**src/rtl/reg_file_cmd_ctrl_if.sv**
```systemverilog
// Command controller bus: RX byte stream, register file port,
// TX handshake and error reporting.
interface reg_file_cmd_ctrl_if #(
  parameter int DATA_W = 8,
  parameter int ADDR_W = 4
);
  logic [DATA_W-1:0] RX_P_DATA;
  logic              RX_D_VLD;
  logic [DATA_W-1:0] RdData;
  logic              RdData_Valid;
  logic              TX_Busy;
  logic              WrEn;
  logic              RdEn;
  logic [ADDR_W-1:0] Address;
  logic [DATA_W-1:0] WrData;
  logic [DATA_W-1:0] TX_P_DATA;
  logic              TX_D_VLD;
  logic              ctrl_busy;
  logic              err_vld;
  logic [1:0]        err_code;

  modport master (
    output RX_P_DATA, RX_D_VLD, RdData, RdData_Valid, TX_Busy,
    input  WrEn, RdEn, Address, WrData, TX_P_DATA, TX_D_VLD,
    input  ctrl_busy, err_vld, err_code
  );

  modport slave (
    input  RX_P_DATA, RX_D_VLD, RdData, RdData_Valid, TX_Busy,
    output WrEn, RdEn, Address, WrData, TX_P_DATA, TX_D_VLD,
    output ctrl_busy, err_vld, err_code
  );
endinterface

```
**src/rtl/reg_file_cmd_ctrl.sv**
```systemverilog
// Frame decoder that turns RX bytes into register file
// write/read strobes and forwards read data to TX.
module reg_file_cmd_ctrl #(
  parameter int                DATA_W   = 8,
  parameter int                ADDR_W   = 4,
  parameter int                DEPTH    = 16,
  parameter logic [DATA_W-1:0] WR_CMD   = 8'hAA,
  parameter logic [DATA_W-1:0] RD_CMD   = 8'hBB,
  parameter int                FRAME_TO = 255,
  parameter int                RD_TO    = 15
) (
  input logic               CLK,
  input logic               RST,
  reg_file_cmd_ctrl_if.slave bus
);

  localparam int TO_MAX = (FRAME_TO > RD_TO) ? FRAME_TO : RD_TO;
  localparam int CNT_W  = $clog2(TO_MAX + 1);

  localparam logic [1:0] ERR_OP    = 2'b01;
  localparam logic [1:0] ERR_RANGE = 2'b10;
  localparam logic [1:0] ERR_TO    = 2'b11;

  typedef enum logic [2:0] {
    IDLE,
    WR_ADDR,
    WR_DATA,
    RD_ADDR,
    RD_WAIT,
    TX_WAIT
  } state_t;

  state_t            state, state_n;
  logic [CNT_W-1:0]  cnt, cnt_n;
  logic [ADDR_W-1:0] addr_q, addr_n;
  logic [DATA_W-1:0] rdata_q, rdata_n;
  logic [ADDR_W-1:0] address_q, address_n;
  logic [DATA_W-1:0] wdata_q, wdata_n;
  logic [DATA_W-1:0] txdata_q, txdata_n;
  logic              wr_en_q, wr_en_n;
  logic              rd_en_q, rd_en_n;
  logic              tx_vld_q, tx_vld_n;
  logic              err_vld_q, err_vld_n;
  logic [1:0]        err_code_q, err_code_n;

  logic is_wr;
  logic is_rd;
  logic in_range;
  logic in_frame;
  logic frame_to;
  logic rd_to;

  assign is_wr    = (bus.RX_P_DATA == WR_CMD);
  assign is_rd    = (bus.RX_P_DATA == RD_CMD);
  // Range check uses the whole byte, not just the address bits
  assign in_range = (bus.RX_P_DATA < DATA_W'(DEPTH));
  assign in_frame = (state == WR_ADDR) ||
                    (state == WR_DATA) ||
                    (state == RD_ADDR);
  assign frame_to = (cnt == CNT_W'(FRAME_TO - 1));
  assign rd_to    = (cnt == CNT_W'(RD_TO - 1));

  always_comb begin
    state_n    = state;
    cnt_n      = cnt;
    addr_n     = addr_q;
    rdata_n    = rdata_q;
    address_n  = address_q;
    wdata_n    = wdata_q;
    txdata_n   = txdata_q;
    wr_en_n    = 1'b0;
    rd_en_n    = 1'b0;
    tx_vld_n   = 1'b0;
    err_vld_n  = 1'b0;
    err_code_n = err_code_q;

    unique case (state)
      IDLE: begin
        cnt_n = '0;
        if (bus.RX_D_VLD) begin
          unique case (1'b1)
            is_wr: state_n = WR_ADDR;
            is_rd: state_n = RD_ADDR;
            default: begin
              err_vld_n  = 1'b1;
              err_code_n = ERR_OP;
            end
          endcase
        end
      end
      WR_ADDR: begin
        if (bus.RX_D_VLD) begin
          cnt_n = '0;
          if (in_range) begin
            addr_n  = bus.RX_P_DATA[ADDR_W-1:0];
            state_n = WR_DATA;
          end else begin
            err_vld_n  = 1'b1;
            err_code_n = ERR_RANGE;
            state_n    = IDLE;
          end
        end
      end
      WR_DATA: begin
        if (bus.RX_D_VLD) begin
          cnt_n     = '0;
          wr_en_n   = 1'b1;
          address_n = addr_q;
          wdata_n   = bus.RX_P_DATA;
          state_n   = IDLE;
        end
      end
      RD_ADDR: begin
        if (bus.RX_D_VLD) begin
          cnt_n = '0;
          if (in_range) begin
            rd_en_n   = 1'b1;
            address_n = bus.RX_P_DATA[ADDR_W-1:0];
            state_n   = RD_WAIT;
          end else begin
            err_vld_n  = 1'b1;
            err_code_n = ERR_RANGE;
            state_n    = IDLE;
          end
        end
      end
      RD_WAIT: begin
        if (bus.RdData_Valid) begin
          rdata_n = bus.RdData;
          cnt_n   = '0;
          state_n = TX_WAIT;
        end else if (rd_to) begin
          err_vld_n  = 1'b1;
          err_code_n = ERR_TO;
          cnt_n      = '0;
          state_n    = IDLE;
        end else begin
          cnt_n = cnt + 1'b1;
        end
      end
      TX_WAIT: begin
        if (!bus.TX_Busy) begin
          tx_vld_n = 1'b1;
          txdata_n = rdata_q;
          state_n  = IDLE;
        end
      end
      default: state_n = IDLE;
    endcase

    // Inter-byte silence inside a frame
    if (in_frame && !bus.RX_D_VLD) begin
      if (frame_to) begin
        err_vld_n  = 1'b1;
        err_code_n = ERR_TO;
        cnt_n      = '0;
        state_n    = IDLE;
      end else begin
        cnt_n = cnt + 1'b1;
      end
    end
  end

  always_ff @(posedge CLK) begin
    if (RST) begin
      state      <= IDLE;
      cnt        <= '0;
      addr_q     <= '0;
      rdata_q    <= '0;
      address_q  <= '0;
      wdata_q    <= '0;
      txdata_q   <= '0;
      wr_en_q    <= 1'b0;
      rd_en_q    <= 1'b0;
      tx_vld_q   <= 1'b0;
      err_vld_q  <= 1'b0;
      err_code_q <= 2'b00;
    end else begin
      state      <= state_n;
      cnt        <= cnt_n;
      addr_q     <= addr_n;
      rdata_q    <= rdata_n;
      address_q  <= address_n;
      wdata_q    <= wdata_n;
      txdata_q   <= txdata_n;
      wr_en_q    <= wr_en_n;
      rd_en_q    <= rd_en_n;
      tx_vld_q   <= tx_vld_n;
      err_vld_q  <= err_vld_n;
      err_code_q <= err_code_n;
    end
  end

  assign bus.WrEn      = wr_en_q;
  assign bus.RdEn      = rd_en_q;
  assign bus.Address   = address_q;
  assign bus.WrData    = wdata_q;
  assign bus.TX_P_DATA = txdata_q;
  assign bus.TX_D_VLD  = tx_vld_q;
  assign bus.ctrl_busy = (state != IDLE);
  assign bus.err_vld   = err_vld_q;
  assign bus.err_code  = err_code_q;

endmodule

```
**src/flat_wrapper.sv**
```systemverilog
// flat-port wrapper written by rule: the top's interface ports become plain ports
module reg_file_cmd_ctrl_flat 
#(
  parameter int                DATA_W   = 8,
  parameter int                ADDR_W   = 4,
  parameter int                DEPTH    = 16,
  parameter logic [DATA_W-1:0] WR_CMD   = 8'hAA,
  parameter logic [DATA_W-1:0] RD_CMD   = 8'hBB,
  parameter int                FRAME_TO = 255,
  parameter int                RD_TO    = 15
)
  (CLK, RST, bus_RX_P_DATA, bus_RX_D_VLD, bus_RdData, bus_RdData_Valid, bus_TX_Busy, bus_WrEn, bus_RdEn, bus_Address, bus_WrData, bus_TX_P_DATA, bus_TX_D_VLD, bus_ctrl_busy, bus_err_vld, bus_err_code);
  reg_file_cmd_ctrl_if #(.DATA_W(DATA_W), .ADDR_W(ADDR_W)) bus_i ();
  input logic CLK;
  input logic RST;
  input wire logic [$bits(bus_i.RX_P_DATA)-1:0] bus_RX_P_DATA;
  input wire logic [$bits(bus_i.RX_D_VLD)-1:0] bus_RX_D_VLD;
  input wire logic [$bits(bus_i.RdData)-1:0] bus_RdData;
  input wire logic [$bits(bus_i.RdData_Valid)-1:0] bus_RdData_Valid;
  input wire logic [$bits(bus_i.TX_Busy)-1:0] bus_TX_Busy;
  output wire logic [$bits(bus_i.WrEn)-1:0] bus_WrEn;
  output wire logic [$bits(bus_i.RdEn)-1:0] bus_RdEn;
  output wire logic [$bits(bus_i.Address)-1:0] bus_Address;
  output wire logic [$bits(bus_i.WrData)-1:0] bus_WrData;
  output wire logic [$bits(bus_i.TX_P_DATA)-1:0] bus_TX_P_DATA;
  output wire logic [$bits(bus_i.TX_D_VLD)-1:0] bus_TX_D_VLD;
  output wire logic [$bits(bus_i.ctrl_busy)-1:0] bus_ctrl_busy;
  output wire logic [$bits(bus_i.err_vld)-1:0] bus_err_vld;
  output wire logic [$bits(bus_i.err_code)-1:0] bus_err_code;
  assign bus_i.RX_P_DATA = bus_RX_P_DATA;
  assign bus_i.RX_D_VLD = bus_RX_D_VLD;
  assign bus_i.RdData = bus_RdData;
  assign bus_i.RdData_Valid = bus_RdData_Valid;
  assign bus_i.TX_Busy = bus_TX_Busy;
  assign bus_WrEn = bus_i.WrEn;
  assign bus_RdEn = bus_i.RdEn;
  assign bus_Address = bus_i.Address;
  assign bus_WrData = bus_i.WrData;
  assign bus_TX_P_DATA = bus_i.TX_P_DATA;
  assign bus_TX_D_VLD = bus_i.TX_D_VLD;
  assign bus_ctrl_busy = bus_i.ctrl_busy;
  assign bus_err_vld = bus_i.err_vld;
  assign bus_err_code = bus_i.err_code;
  reg_file_cmd_ctrl #(.DATA_W(DATA_W), .ADDR_W(ADDR_W), .DEPTH(DEPTH), .WR_CMD(WR_CMD), .RD_CMD(RD_CMD), .FRAME_TO(FRAME_TO), .RD_TO(RD_TO)) u_core (.CLK(CLK), .RST(RST), .bus(bus_i));
endmodule
```
**config.mk**
```make
export PLATFORM = sky130hd
export DESIGN_NAME = reg_file_cmd_ctrl_flat
export DESIGN_NICKNAME = d
export VERILOG_FILES = /design/src/rtl/reg_file_cmd_ctrl_if.sv /design/src/rtl/reg_file_cmd_ctrl.sv /design/src/flat_wrapper.sv
export SDC_FILE = /design/constraint.sdc
export NUM_CORES = 1
export LEC_CHECK = 0
export BUFFER_PORTS_ARGS = -buffer_cell sky130_fd_sc_hd__buf_2
export CORE_MARGIN = 1
export CORE_UTILIZATION = 44
export DETAILED_ROUTE_END_ITERATION = 10
export PLACE_DENSITY = 0.69
export SETUP_SLACK_MARGIN = 0.2
export SYNTH_ARGS = -nofsm -noshare
export SYNTH_HDL_FRONTEND = slang
export SYNTH_SLANG_ARGS = --single-unit
export TNS_END_PERCENT = 1
```
**constraint.sdc**
```tcl
create_clock -name CLK -period 2.1 [get_ports CLK]
set_input_delay 0.105 -clock CLK [delete_from_list [all_inputs] [get_ports CLK]]
set_output_delay 0.105 -clock CLK [all_outputs]
set_load 0.02 [all_outputs]
```
==> out/qor.yml <==
drtIter0Drc: 108
grt_pass1_vias: 1823
worst-path-max-fanout: 13
ys_ff_latch: 49
timing.fmax_mhz: 563.3
die_w_um: 73.27
synth_simple_gate_area_share_pct: 26.76
syn_inst: 264
synth-main-ff-cell: "dfxtp_1"
maxSlewHeadroom_pct: 41.65
hold_buffers: 0
async_reset_ff_share_pct: 0
dp_hpwl_um: 3349
cts_tree: "yes"
clk_latency_ps: 300
wirelength_um: 4880
peakVddDrop_v: 0.0003975
p_leak_uw: 0.001057
area_growth_pct: 17.53
hold_viol_final: 0
power.density_mw_per_mm2: 648.8
yosysWarnings: 0
gp_congestion: 0.8568
placed_area_sq_mm: 0.002492
htree_num_levels: 2
ys_seq_area_share_pct: 43.90
cts.clk_slew.worst_paths_ps: 90
grtUsageTotal_pct: 19.28
cts_buffers: 5
cp.arrival_ps: 1940
drv_cap: 0
synthTopCellsByArea: "dfxtp_1 44%, nand2_1 8.2%, mux2i_1 7.2%, a21oi_1 5.4%, nor2_1 4.5%"
cts.sink_count: 49
synth_compound_area_share_pct: 16.18
fp-row-count: 25
grt_max_degree: 45
synth_top_area_share_pct: 43.90
start_util_pct: 46.39
syn_area_sq_mm: 0.002235
grt_overflow: 0
final_cells: 373
synth_cell_type_count: 51
synthXorXnorAreaFrac_pct: 0.7839
min_path_type: "in2reg"
worstPathRequired_ps: 2270
vias_per_cell: 5.223
cts-root-buf: "clkbuf_8"
worstSetupPathType: "reg2reg"
layout_min_cycle_time_ps: 1775
port-buffer-count: 47
clk_path_buf_depth: 2
fillers: 496
grt_pass1_wl_um: 7997
drv_slew: 0
drive_gt1_share_pct: 21.90
final.period_utilization_pct: 84.54
diodes: 0
synth_top_family_by_area: "simple AND/OR/NAND/NOR gates"
setup_viol: 0
tns_ps: 0
die_area_sq_mm: 0.005368
cp-start-kind: "flip-flop"
status: "finished clean"
yosysTopAreaCell: "dfxtp_1"
synth_edf_count: 0
dp_cells: 364
boundaryPins: 48
endpoint_kind: "flip-flop"
postLayoutCellArea_sq_mm: 0.002626
core-area_sq_mm: 0.004817
synthMuxAreaShare_pct: 7.671
rsz0062_at_grt: "true"
tightest_slew_ps: 875.3
nNetsFinal: 328
wire_per_inst_um: 13.08
first_pass_iters: 4
synth_fa_ha_area_share_pct: 1.120
synth.avg_cell_area_sq_um: 8.465
ant_nets: 0
drc: 0
clock_skew_ps: 6.874
whs_ps: 36.66
die_h_um: 73.27
antenna_found_initial: 0
via_count: 1948
synth_nets: 287
metal layers:
| metal | track usage, % | wire [um] |
|---|---|---|
| met5 | 0 | 0 |
| met4 | 5.011 | 40 |
| met3 | 5.624 | 194 |
| met2 | 32.10 | 2335 |
| met1 | 24.36 | 2309 |
metrics by stage:
stage	worst slack, ps	utilization, %	power [uW]
after floorplan	503.0	-	990.9
after global placement	304.6	51.74	1026
after detailed placement	282.7	51.74	1026
after CTS	251.4	54.16	1718
after global routing	166.7	54.52	1758
final	324.6	54.52	1704
final cells by class:
cell class	count	area [sq um]	area share (%)
clock inverters	1	30.03	1.143
inverters	3	11.26	0.4288
flip-flops and latches	49	983.4	37.45
repair buffers	49	250.2	9.528
well taps	67	83.83	3.192
multi-input cells	197	1181	44.97
clock buffers	7	86.33	3.287
synthesized netlist by cell type, types with 2 or more instances:
library cell / count
dfxtp_1: 49
nand2_1: 49
nor2_1: 27
a21oi_1: 24
mux2i_1: 16
clkbuf_1: 9
o21ai_0: 7
a211oi_1: 6
nand3_1: 5
nor3_1: 5
o22ai_1: 5
a31oi_1: 4
buf_2: 4
and3_1: 3
inv_1: 3
nand2b_1: 3
nor2b_1: 3
nor4_1: 3
and2_1: 2
buf_4: 2
ha_1: 2
nand4_1: 2
or3_1: 2
xor2_1: 2
sequential cells by signal (all words and copies together), names as in the netlist:
register              count
u_core.rdata_q            8
u_core.cnt                8
u_core.bus.err_code       2
u_core.bus.Address        4
u_core.state              3
u_core.bus.TX_P_DATA      8
u_core.bus.TX_D_VLD       1
u_core.bus.WrEn           1
u_core.addr_q             4
u_core.bus.err_vld        1
u_core.bus.WrData         8
u_core.bus.RdEn           1
where the power goes:
group | leakage (uW) | total, uW | switching [uW] | internal, uW
logic | 0.000603 | 71.6 | 45.6 | 26.0
clock network | 0.0000585 | 699 | 311 | 389
registers | 0.000396 | 933 | 1.76 | 931
total | 0.00106 | 1700 | 358 | 1350
timing repair:
| action | CTS | global route |
|---|---|---|
| setup endpoints to repair | 0 | 7 |
| resized for setup | 0 | 3 |
| setup buffers | 0 | 1 |
cells by family after synthesis:
group / after synthesis
xor gates and xnor gates: 2
AOI/OAI and AO/OA: 56
adders and majority gates: 2
buffers and inverters: 18
muxes: 17
and+or+nand+nor: 120
DFF: 49
critical path, stage by stage (launching register included):
cell     delay (ps)
dfxtp_1         570
or2b_1          320
nor4_4          450
mux2i_1         240
nor2_1           50
worst paths after layout:
check	from	slack [ps]	end	cells past startpoint
max	u_core.state[0]$_SDFF_PP0_	320	u_core.addr_q[2]$_SDFFE_PP0P_	4
min	bus_RdData[1]	40	u_core.rdata_q[1]$_SDFFE_PP0P_	3
max reg2reg	u_core.state[0]$_SDFF_PP0_	320	u_core.addr_q[2]$_SDFFE_PP0P_	4
min reg2reg	u_core.rdata_q[5]$_SDFFE_PP0P_	450	u_core.bus.TX_P_DATA[5]$_SDFFE_PP0P_	2
cell usage in the layout, fill, tap and decap left out, types with 2 or more instances in the layout:
cell / Yosys / layout
and2_1: 2 / 2
nand3_1: 5 / 5
o22ai_1: 5 / 5
nor3_1: 5 / 5
mux2i_1: 16 / 16
o21ai_0: 7 / 7
dfxtp_1: 49 / 47
buf_2: 4 / 47
nor4_1: 3 / 3
a21oi_1: 24 / 24
nand2b_1: 3 / 3
ha_1: 2 / 2
a211oi_1: 6 / 6
buf_4: 2 / 2
and3_1: 3 / 3
nand2_1: 49 / 49
nor2_1: 27 / 27
clkbuf_8: 0 / 6
inv_1: 3 / 3
xor2_1: 2 / 2
nor2b_1: 3 / 3
dfxtp_2: 0 / 2
a31oi_1: 4 / 4
nand4_1: 2 / 2
or3_1: 2 / 2
Power figures use the tool's default switching activity.
